===== config.mk =====
export PLATFORM = sky130hd
export DESIGN_NAME = alu_arbiter
export DESIGN_NICKNAME = d
export VERILOG_FILES = /design/src/rtl/alu_arbiter.sv
export SDC_FILE = /design/constraint.sdc
export NUM_CORES = 1
export LEC_CHECK = 0
export CORE_MARGIN = 1
export CORE_UTILIZATION = 38
export DETAILED_ROUTE_END_ITERATION = 10
export GPL_TIMING_DRIVEN = 0
export HOLD_SLACK_MARGIN = 0.02
export PLACE_DENSITY = 0.79
export SYNTH_ARGS = -nofsm -noshare
export SYNTH_HDL_FRONTEND = slang
export SYNTH_SLANG_ARGS = --single-unit

===== constraint.sdc =====
create_clock -name Clk -period 2 [get_ports Clk]
set_clock_uncertainty 0.2 [all_clocks]
set_input_delay 0.2 -clock Clk [delete_from_list [all_inputs] [get_ports Clk]]
set_output_delay 0.2 -clock Clk [all_outputs]
set_load 0.005 [all_outputs]

===== src/rtl/alu_arbiter.sv =====
// Two-port arbiter that shares one LC-3 ALU: latches the winning request,
// drives the ALU inputs, captures the result and maintains the NZP register.
module alu_arbiter #(
  parameter int unsigned RR_EN = 1,
  parameter int unsigned WIDTH = 16
) (
  input  logic             Clk,
  input  logic             Reset_n,
  input  logic             req0,
  input  logic [1:0]       aluk0,
  input  logic [WIDTH-1:0] opa0,
  input  logic [WIDTH-1:0] opb0,
  input  logic             ldcc0,
  output logic             gnt0,
  output logic             done0,
  input  logic             req1,
  input  logic [1:0]       aluk1,
  input  logic [WIDTH-1:0] opa1,
  input  logic [WIDTH-1:0] opb1,
  input  logic             ldcc1,
  output logic             gnt1,
  output logic             done1,
  output logic [1:0]       alu_aluk,
  output logic [WIDTH-1:0] alu_sr1,
  output logic [WIDTH-1:0] alu_sr2,
  input  logic [WIDTH-1:0] alu_result,
  output logic [WIDTH-1:0] result,
  output logic [2:0]       cc,
  output logic             busy
);

  typedef enum logic [1:0] {IDLE, EXEC, DONE} state_t;

  state_t state;
  logic   last;      // port granted most recently; resets to 1 so port 0 wins first tie
  logic   sel_port;
  logic   sel_ldcc;
  logic   win;
  logic   any_req;

  assign any_req = req0 | req1;

  always_comb begin
    win = 1'b0;
    if (req0 && req1)
      win = (RR_EN != 0) ? ~last : 1'b0;
    else if (req1)
      win = 1'b1;
  end

  always_ff @(posedge Clk or negedge Reset_n) begin
    if (!Reset_n) begin
      state    <= IDLE;
      last     <= 1'b1;
      sel_port <= 1'b0;
      sel_ldcc <= 1'b0;
      gnt0     <= 1'b0;
      gnt1     <= 1'b0;
      done0    <= 1'b0;
      done1    <= 1'b0;
      busy     <= 1'b0;
      alu_aluk <= '0;
      alu_sr1  <= '0;
      alu_sr2  <= '0;
      result   <= '0;
      cc       <= '0;
    end else begin
      gnt0  <= 1'b0;
      gnt1  <= 1'b0;
      done0 <= 1'b0;
      done1 <= 1'b0;
      case (state)
        EXEC: begin
          result <= alu_result;
          if (sel_ldcc) begin
            if (alu_result[WIDTH-1])
              cc <= 3'b100;
            else if (alu_result == '0)
              cc <= 3'b010;
            else
              cc <= 3'b001;
          end
          done0 <= ~sel_port;
          done1 <= sel_port;
          busy  <= 1'b1;
          state <= DONE;
        end
        default: begin
          // IDLE and DONE both arbitrate, so a pending request skips IDLE
          if (any_req) begin
            if (win) begin
              alu_aluk <= aluk1;
              alu_sr1  <= opa1;
              alu_sr2  <= opb1;
              sel_ldcc <= ldcc1;
            end else begin
              alu_aluk <= aluk0;
              alu_sr1  <= opa0;
              alu_sr2  <= opb0;
              sel_ldcc <= ldcc0;
            end
            sel_port <= win;
            last     <= win;
            gnt0     <= ~win;
            gnt1     <= win;
            busy     <= 1'b1;
            state    <= EXEC;
          end else begin
            busy  <= 1'b0;
            state <= IDLE;
          end
        end
      endcase
    end
  end

endmodule


==> impl_metrics.csv, run 1 <==
group,metric,value,unit
status,status,"complete, no violations",
timing,hold_viol,0,
cts,worstSkewPairLatency,0.33,ns
synth,synth_fa_ha_area_share,0,%
setup_path,rr_worst_depth,5,
die,dieWidth,85.7,um
synth,synthSimpleGateAreaFrac,11.8,%
synth,synth_area_leaders,"dfrtp_1, a221o_1, nand2_1, a21boi_0, a21boi_1",
synth,syn_inst,227,
grt,grt_overflow,0,
hold_path,hold_class,"input pin to async pin",
synth,yosys.area.top_type_share,58.3,%
die,initial_core_util,39.2,%
grt,track_usage,22.4,%
die,core,0.00679,mm^2
placed_design,dp_slack,-0.118,ns
drt,vias_per_cell,5.07,
grt,grt_max_degree,39,
job,cap_viol_max_count,0,
layout,area_growth,69.2,%
cts,cts_root_buffer,"clkbuf_8",
timing,tightest_slew,0.596,ns
drt,vias,2474,
layout,fin_util,66.3,%
grt,grt_pass1_vias,2618,
placed_design,portBuffers,147,
die,die_y,85.7,um
setup_path,startpoint,"req1",
placed_design,dpl.hpwl,5690,um
synth,synth_seq_cells,63,
drt,wl,7540,um
setup_path,cp-start-kind,"input pin",
die,die-area,0.00734,mm^2
layout,fillers,560,
placed_design,place_congestion,0.804,
cts,tritoncts,"built",
layout,layoutNonFillerInstCount,488,
timing,fin_ws,0.261,ns
layout,fin_nets,477,
setup_path,worstSetupEndpointType,"flip-flop",
synth,synth_compound_area_share,24.2,%
layout,layout-drive-gt1-share,8.93,%
setup_path,rrSetupSlack,0.29,ns
synth,ys_warn_count,0,
synth,synth_xor_area_share,0,%
drt,drt_iter0_drc,123,
synth,synth.cell_area,0.00266,mm^2
timing,period_needed,1.74,ns
cts,htree_levels,3,
timing,tns,0,ns
setup_path,reg2reg_from,"last$_DFFE_PN1P_",
cts,clk_path_buf_depth,2,
setup_path,r2r-end,"alu_sr1[1]$_DFFE_PN0P_",
synth,yosysTopAreaCell,"dfrtp_1",
timing,hold_ws,0.218,ns
drt,ant_nets,0,
timing,finalSetupViolCount,0,
setup_path,path_class,"input pin to flip-flop",
synth,synth_area_per_cell,11.7,um^2
cts,cts_buffers,9,
power,power_density,1400,mW/mm^2
layout,diodes,0,
timing,drv_slew,0,
layout,multiInputGateArea,957,um^2
setup_path,cp.required,2.01,ns
setup_path,cp_max_fo,10,
synth,synthesis.nets,317,
die,rows,30,
synth,synth_top_family_by_area,"compound AO/OA/AOI/OAI gates",
cts,cts_resized,0,
power,max-vdd-ir-drop,0.703,mV
timing,relSlewSlack,60.2,%
drt,dr.pass1.iters,4,
timing,period_share,86.9,%
drt,drc,0,
synth,ys_seq_area_share,59.3,%
drt,wl_per_cell,15.5,um
synth,synth_cell_type_count,23,
grt,grt_first_pass_wirelength,12700,um
grt,antenna_found_initial,0,
synth,muxShareOfSynthArea,0,%
cts,ctsHoldBuffers,1,
timing,fmaxAchievable,575,MHz
cts,cts_sinks,63,
die,num_io_pins,148,
timing,rsz0062_at_grt,"no",
layout,regArea,0.00158,mm^2
cts,path_clk_slew,0.07,ns
power,p_leak,0.00194,uW
placed_design,dp.cells,471,
setup_path,arrival,1.75,ns
cts,postCtsSetupBuffers,0,
kinds of logic (layout without fill, tap and decap cells):
| family | after synthesis | in the layout |
|---|---|---|
| compound gates | 75 | 75 |
| simple gates | 69 | 69 |
| buf+inv | 20 | 185 |
| flops | 63 | 63 |
synthesized netlist by cell type:
| cell | instances |
|---|---|
| dfrtp_1 | 62 |
| nand2_1 | 50 |
| a221o_1 | 35 |
| a21boi_0 | 19 |
| a21boi_1 | 16 |
| buf_2 | 8 |
| buf_6 | 5 |
| clkbuf_1 | 5 |
| nor2_1 | 5 |
| nor4_1 | 4 |
| a21oi_1 | 3 |
| and2_1 | 2 |
| and3_4 | 2 |
| nand2b_1 | 2 |
| a22o_1 | 1 |
| buf_4 | 1 |
| dfstp_2 | 1 |
| inv_2 | 1 |
| nand2b_4 | 1 |
| nand3b_1 | 1 |
| nand4_1 | 1 |
| o31ai_1 | 1 |
| or2_1 | 1 |
worst max-delay path, cell delays in order:
cell and delay [ns]:
clkdlybuf4s50_1 0.50, or2_1 0.17, buf_2 0.24, buf_2 0.25, a21boi_1 0.09, a221o_1 0.29
sequential cells by signal (all words and copies together) (netlist names):
| signal | flops |
|---|---|
| alu_aluk | 2 |
| alu_sr1 | 16 |
| alu_sr2 | 16 |
| busy | 1 |
| cc | 3 |
| done0 | 1 |
| done1 | 1 |
| gnt0 | 1 |
| gnt1 | 1 |
| last | 1 |
| result | 16 |
| sel_ldcc | 1 |
| sel_port | 1 |
| state | 2 |
power breakdown:
group | total, uW | leakage [uW] | internal, uW | switching (uW)
Clock | 1240 | 0.000114 | 769 | 466
Combinational | 2890 | 0.00105 | 1770 | 1120
Sequential | 2180 | 0.000770 | 1880 | 304
cell type report:
cell class	instances	area share [%]
clock buffer	13	3.53
inverter	1	0.0834
tap	96	2.67
multi-input combinational	144	21.3
buffer	19	2.72
sequential	63	35.0
clock inverter	3	1.45
timing repair buffer	149	33.2
how the worst max path moves through the flow:
stage	endpoint	cells past startpoint
2_1_floorplan	alu_sr1[0]$_DFFE_PN0P_	5
3_3_place_gp	alu_sr1[4]$_DFFE_PN0P_	1
3_5_place_dp	alu_sr1[15]$_DFFE_PN0P_	6
4_1_cts	alu_sr1[15]$_DFFE_PN0P_	6
5_1_grt	alu_sr1[15]$_DFFE_PN0P_	6
6_report	alu_sr1[15]$_DFFE_PN0P_	6
per-layer routing:
layer | global-route usage [%] | share of wire [%] | up-vias
met5 | 0 | 0 | -
met2 | 37.8 | 50 | 97
li1 | - | - | 1156
met1 | 27.9 | 42 | 1207
met3 | 4.43 | 5.5 | 14
met4 | 10.3 | 2.4 | 0
per-stage QoR:
step	power [uW]	instance area, um^2
floorplan	3460	2660
global placement	5020	4250
detailed placement	5120	4270
CTS	6380	4500
global route	6730	4500
finish	6310	4500
layout by cell type, fill, tap and decap left out:
cell type        netlist  final
nor2_1                 5      5
and2_1                 2      2
o31ai_1                1      1
a21boi_0              19     19
buf_6                  5      5
nor4_1                 4      4
clkbuf_8               0     11
nand3b_1               1      1
clkbuf_1               5      7
a21boi_1              16     16
dlygate4sd3_1          0      1
and3_4                 2      2
bufinv_16              0      2
buf_2                  8      9
nand2b_1               2      2
or2_1                  1      1
clkinv_2               0      1
nand2b_4               1      1
a22o_1                 1      1
dfrtp_1               62     62
nand4_1                1      1
a221o_1               35     35
dfstp_2                1      1
a21oi_1                3      3
clkdlybuf4s50_1        0    146
buf_4                  1      1
inv_2                  1      1
buf_12                 0      1
nand2_1               50     50
(Power assumes the default switching activity.)
==> run 2, diff against run 1 <==
Settings changed: CORE_UTILIZATION 38 to 41, PLACE_DENSITY 0.79 to 0.85.
Clock period 2 ns to 2.2 ns, I/O delays scaled along.
==> run 2 against run 1 <==
Compared with the run above:
- core utilization grew 6.9 points
- via count grew 1.5%
- clock power shrank 17%
- power shrank 10%
- count of clock-buffer cells in the layout shrank 3
- sequential power shrank 9%
- critical path depth is the same
- register-to-register slack gained 0.16 ns
- cell area shrank 0.97%
- critical path type unchanged
- critical endpoint is now alu_aluk[1]$_DFFE_PN0P_
- highest routed layer unchanged
==> impl_metrics.csv, run 2 (synthesis results as in run 1) <==
group,metric,value,unit
job,cap_viol_max_count,0,
drt,drc,0,
timing,period_share,82.4,%
status,status,"complete, no violations",
grt,antenna_found_initial,0,
timing,period_needed,1.81,ns
die,core,0.00610,mm^2
timing,relSlewSlack,57.8,%
layout,design_area,0.00446,mm^2
setup_path,path_class,"input pin to flip-flop",
timing,tightest_slew,0.634,ns
drt,vias,2512,
placed_design,dpl_cell_area,0.00424,mm^2
timing,hold_ws,0.231,ns
cts,clk_path_buf_depth,2,
cts,path_clk_slew,0.07,ns
drt,drt_iter0_drc,88,
die,num_io_pins,148,
layout,regArea,0.00158,mm^2
power,power_density,1270,mW/mm^2
setup_path,arrival,1.84,ns
drt,wl,7860,um
setup_path,cp-start-kind,"input pin",
layout,diodes,0,
grt,grt_pass1_vias,2578,
cts,worstSkewPairLatency,0.34,ns
hold_path,hold_class,"input pin to flip-flop",
layout,layout-drive-gt1-share,9.44,%
drt,ant_nets,0,
grt,grt_first_pass_wirelength,12300,um
grt,grt_overflow,0,
placed_design,dpl.hpwl,5670,um
layout,multiInputGateArea,957,um^2
timing,finalSetupViolCount,0,
setup_path,cp.required,2.23,ns
timing,drv_slew,0,
grt,track_usage,24.7,%
die,initial_core_util,43.7,%
cts,htree_levels,3,
layout,area_growth,67.5,%
setup_path,worstSetupEndpointType,"flip-flop",
layout,final_common_cell,"clkdlybuf4s50_1",
timing,hold_viol,0,
cts,cts_root_buffer,"clkbuf_8",
die,dieWidth,82.6,um
drt,vias_per_cell,5.38,
die,die-area,0.00682,mm^2
cts,cts_sinks,63,
timing,fmaxAchievable,552,MHz
cts,tritoncts,"built",
drt,wl_per_cell,16.8,um
die,die_y,82.6,um
timing,rsz0062_at_grt,"no",
power,p_leak,0.00192,uW
grt,grt_max_degree,38,
setup_path,cp_max_fo,10,
die,rows,28,
layout,fin_nets,477,
layout,fillers,456,
placed_design,portBuffers,147,
drt,dr.pass1.iters,4,
power,max-vdd-ir-drop,0.703,mV
layout,top_regs,"alu_sr1: 16 flops, alu_sr2: 16 flops, result: 16 flops",
layout,layout_common_cells,"clkdlybuf4s50_1, dfrtp_1, nand2_1",
placed_design,place_congestion,0.790,
cts,cts_buffers,9,
## run 2: changes by cell type in the layout (fill, tap and decap cells not counted), sizes merged
cell      before  now
clkinvlp       0    1
inv            1    2
clkbuf        18   15
bufinv         2    1
clkinv         1    3
## run 2: final cells by class
type	instances	area share [%]
clock buffers	10	3.09
clock inverters	6	1.54
repair buffers	149	33.6
flip-flops and latches	63	35.4
well taps	75	2.10
inverters	1	0.0842
multi-input cells	144	21.5
plain buffers	19	2.75
## run 2: layer usage
| metal | vias to the layer above | global-route usage, % | wire [um] |
|---|---|---|---|
| met1 | 1223 | 28.6 | 3090 |
| li1 | 1162 | - | - |
| met3 | 16 | 5.71 | 572 |
| met2 | 111 | 42.8 | 4010 |
| met5 | - | 0 | 0 |
| met4 | 0 | 12.4 | 189 |
## run 2: what timing repair did
item / 4_1_cts / 5_1_grt
hold endpoints to repair: 26 / 0
setup buffers: 0 / 0
hold buffers: 1 / 0
gates resized for setup: 0 / 0
## run 2: metrics by stage
step           util [%]  TNS, ns  std cells  setup WS [ns]  power (uW)
2_1_floorplan         -        0        227          0.583        3140
3_3_place_gp       69.3   -77.97        449          -1.25        4570
3_5_place_dp       69.6        0        450         0.0780        4650
4_1_cts            73.1        0        467          0.385        5720
5_1_grt            73.1        0        467          0.301        6050
6_report           73.1        0        467          0.388        5670
## run 2: final timing paths
check,from,end,slack (ns),cells after the start
max,req1,alu_aluk[1]$_DFFE_PN0P_,0.39,6
min,alu_result[9],result[9]$_DFFE_PN0P_,0.23,3
max reg2reg,last$_DFFE_PN1P_,alu_sr2[13]$_DFFE_PN0P_,0.45,5
min reg2reg,sel_port$_DFFE_PN0P_,done0$_DFF_PN0_,0.24,1
max in group asynchronous,Reset_n,last$_DFFE_PN1P_,0.87,3
min in group asynchronous,Reset_n,gnt0$_DFF_PN0_,0.26,2
## run 2: where the power goes
group | total [uW] | switching [uW] | internal, uW
clock | 1030 | 472 | 559
combinational | 2640 | 1030 | 1610
sequential | 1990 | 288 | 1710
total | 5670 | 1790 | 3870
## run 2: critical path, cell delays in order
cell and delay, ns:
clkdlybuf4s50_1 0.52, or2_1 0.18, buf_2 0.25, buf_2 0.28, a21boi_1 0.10, a221o_1 0.29
==> run 3, diff against run 2 <==
Settings changed: CORE_UTILIZATION 41 to 35, PLACE_DENSITY 0.85 to 0.77.
Clock period 2.2 ns to 1.5 ns, I/O delays scaled along.
==> run 3 against run 2 <==
Compared with the run above:
- the run now ends with setup timing left
- routed wire length is 0.81% higher
- sequential share of layout area shrank 1.2 points
- cell count is 6.6% higher
- global-route usage is 4.7 points lower
- via count fell by 3.1%
- setup slack worse by 0.51 ns
- sequential cell count did not move
==> impl_metrics.csv, run 3 (synthesis results as in run 1) <==
group,metric,value,unit
layout,fin_nets,484,
setup_path,path_class,"flip-flop to flip-flop",
layout,final_common_cell,"clkdlybuf4s50_1",
grt,use_met2,33.0,%
die,num_io_pins,148,
drt,ant_nets,0,
layout,layout_common_cells,"clkdlybuf4s50_1, dfrtp_1, dlygate4sd2_1",
die,rows,31,
cts,cts_root_buffer,"clkbuf_8",
drt,drc,0,
placed_design,place_congestion,0.811,
drt,wl_per_cell,15.9,um
layout,area_growth,73.2,%
power,max-vdd-ir-drop,0.701,mV
status,violations,"setup timing",
die,core,0.00729,mm^2
placed_design,dpl_cell_area,0.00427,mm^2
timing,fin_ws,-0.123,ns
cts,tritoncts,"built",
die,initial_core_util,36.5,%
drt,vias,2435,
drt,wl,7920,um
grt,use_met3,4.34,%
timing,fmaxAchievable,616,MHz
placed_design,portBuffers,147,
status,status,"finished with violations",
drt,dr.pass1.iters,5,
timing,period_share,108,%
grt,grt_pass1_vias,2398,
layout,fin_util,63.2,%
hold_path,hold_class,"input pin to async pin",
setup_path,cp_max_fo,10,
job,cap_viol_max_count,0,
cts,cts_sinks,63,
timing,hold_viol,0,
timing,rsz0062_at_grt,"yes",
placed_design,dpl.hpwl,5800,um
timing,finalSetupViolCount,34,
timing,drv_slew,0,
setup_path,worstSetupEndpointType,"flip-flop",
die,die_y,89.2,um
grt,grt_overflow,0,
cts,cts_buffers,9,
cts,clk_path_buf_depth,2,
drt,vias_per_cell,4.89,
setup_path,cp.required,1.51,ns
setup_path,cp-start-kind,"flip-flop",
power,power_density,1790,mW/mm^2
layout,layoutNonFillerInstCount,498,
grt,grt_max_degree,39,
timing,relSlewSlack,60.3,%
power,p_leak,0.00215,uW
layout,layout-drive-gt1-share,12.0,%
drt,drt_iter0_drc,43,
grt,grt_first_pass_wirelength,11700,um
die,die-area,0.00796,mm^2
timing,tightest_slew,0.595,ns
layout,top_regs,"alu_sr1: 16 flops, alu_sr2: 16 flops, result: 16 flops",
placed_design,dp_slack,-0.523,ns
layout,fillers,644,
cts,worstSkewPairLatency,0.33,ns
layout,design_area,0.00461,mm^2
grt,busiest_layer,"met2",
grt,grtUsageMet1,25.6,%
cts,path_clk_slew,0.07,ns
timing,period_needed,1.62,ns
grt,track_usage,20.0,%
grt,antenna_found_initial,0,
setup_path,arrival,1.63,ns
cts,htree_levels,3,
placed_design,dp.cells,474,
layout,diodes,0,
die,dieWidth,89.2,um
-- run 3: cell types whose count changed in the layout (fill, tap and decap cells not counted), sizes merged --
| cell | delta |
|---|---|
| clkinv | -2 |
| buf | +6 |
| inv | -1 |
| clkbuf | +4 |
| clkdlybuf4s50 | -58 |
| clkinvlp | -1 |
| bufinv | +1 |
| dlygate4sd2 | +58 |
-- run 3: cell type report --
| cell class | instances | area (um^2) | share of cell area [%] |
|---|---|---|---|
| buffer | 17 | 169 | 3.66 |
| clock buffer | 13 | 159 | 3.45 |
| clock inverter | 3 | 65.1 | 1.41 |
| inverter | 1 | 3.75 | 0.0814 |
| multi-input combinational | 144 | 961 | 20.8 |
| sequential | 63 | 1580 | 34.2 |
| tap | 99 | 124 | 2.69 |
| timing repair buffer | 158 | 1550 | 33.6 |
-- run 3: worst paths after layout --
kind                                       from                 endpoint  slack [ns]  cells past startpoint
max                          state[1]$_DFF_PN0_  alu_sr2[15]$_DFFE_PN0P_       -0.12                      5
min                                     Reset_n           gnt0$_DFF_PN0_        0.16                      2
max reg2reg                  state[1]$_DFF_PN0_  alu_sr2[15]$_DFFE_PN0P_       -0.12                      5
min reg2reg                sel_port$_DFFE_PN0P_          done0$_DFF_PN0_        0.27                      1
max in group asynchronous               Reset_n   alu_sr2[7]$_DFFE_PN0P_        0.32                      3
min in group Clk                  alu_result[0]    result[0]$_DFFE_PN0P_        0.17                      3
-- run 3: power by group --
group | leakage, uW | internal, uW | switching (uW)
clock | 0.000114 | 1030 | 626
combinational | 0.00127 | 2150 | 1570
sequential | 0.000770 | 2500 | 386
-- run 3: timing repair --
| action | in CTS | in global routing |
|---|---|---|
| hold buffers | 1 | 0 |
| hold endpoints to repair | 25 | 0 |
| resized for setup | 76 | 9 |
| pin swaps | 5 | 1 |
| buffers inserted | 6 | 0 |
| gates cloned | 1 | 2 |
| endpoints found under the setup margin | 114 | 53 |
-- run 3: metal layers --
metal / vias up / routed length (um)
met4: 0 / 127
met5: - / 0
met3: 10 / 497
met1: 1162 / 3400
li1: 1169 / -
met2: 94 / 3900
-- run 3: metrics by stage --
step           power (uW)  TNS (ns)  hold slack [ns]
2_1_floorplan        4610     -1.81           -0.346
3_3_place_gp         6720   -135.94            0.229
3_5_place_dp         6850    -16.02         -0.00650
4_1_cts              8230     -3.05            0.157
5_1_grt              8810     -4.45            0.186
6_report             8270     -3.16            0.162
-- run 3: worst max-delay path: stages (launching register included) --
cell	delay, ns
dfrtp_1	0.38
nand2b_4	0.16
and3_4	0.18
buf_12	0.14
buf_8	0.13
a221o_1	0.30
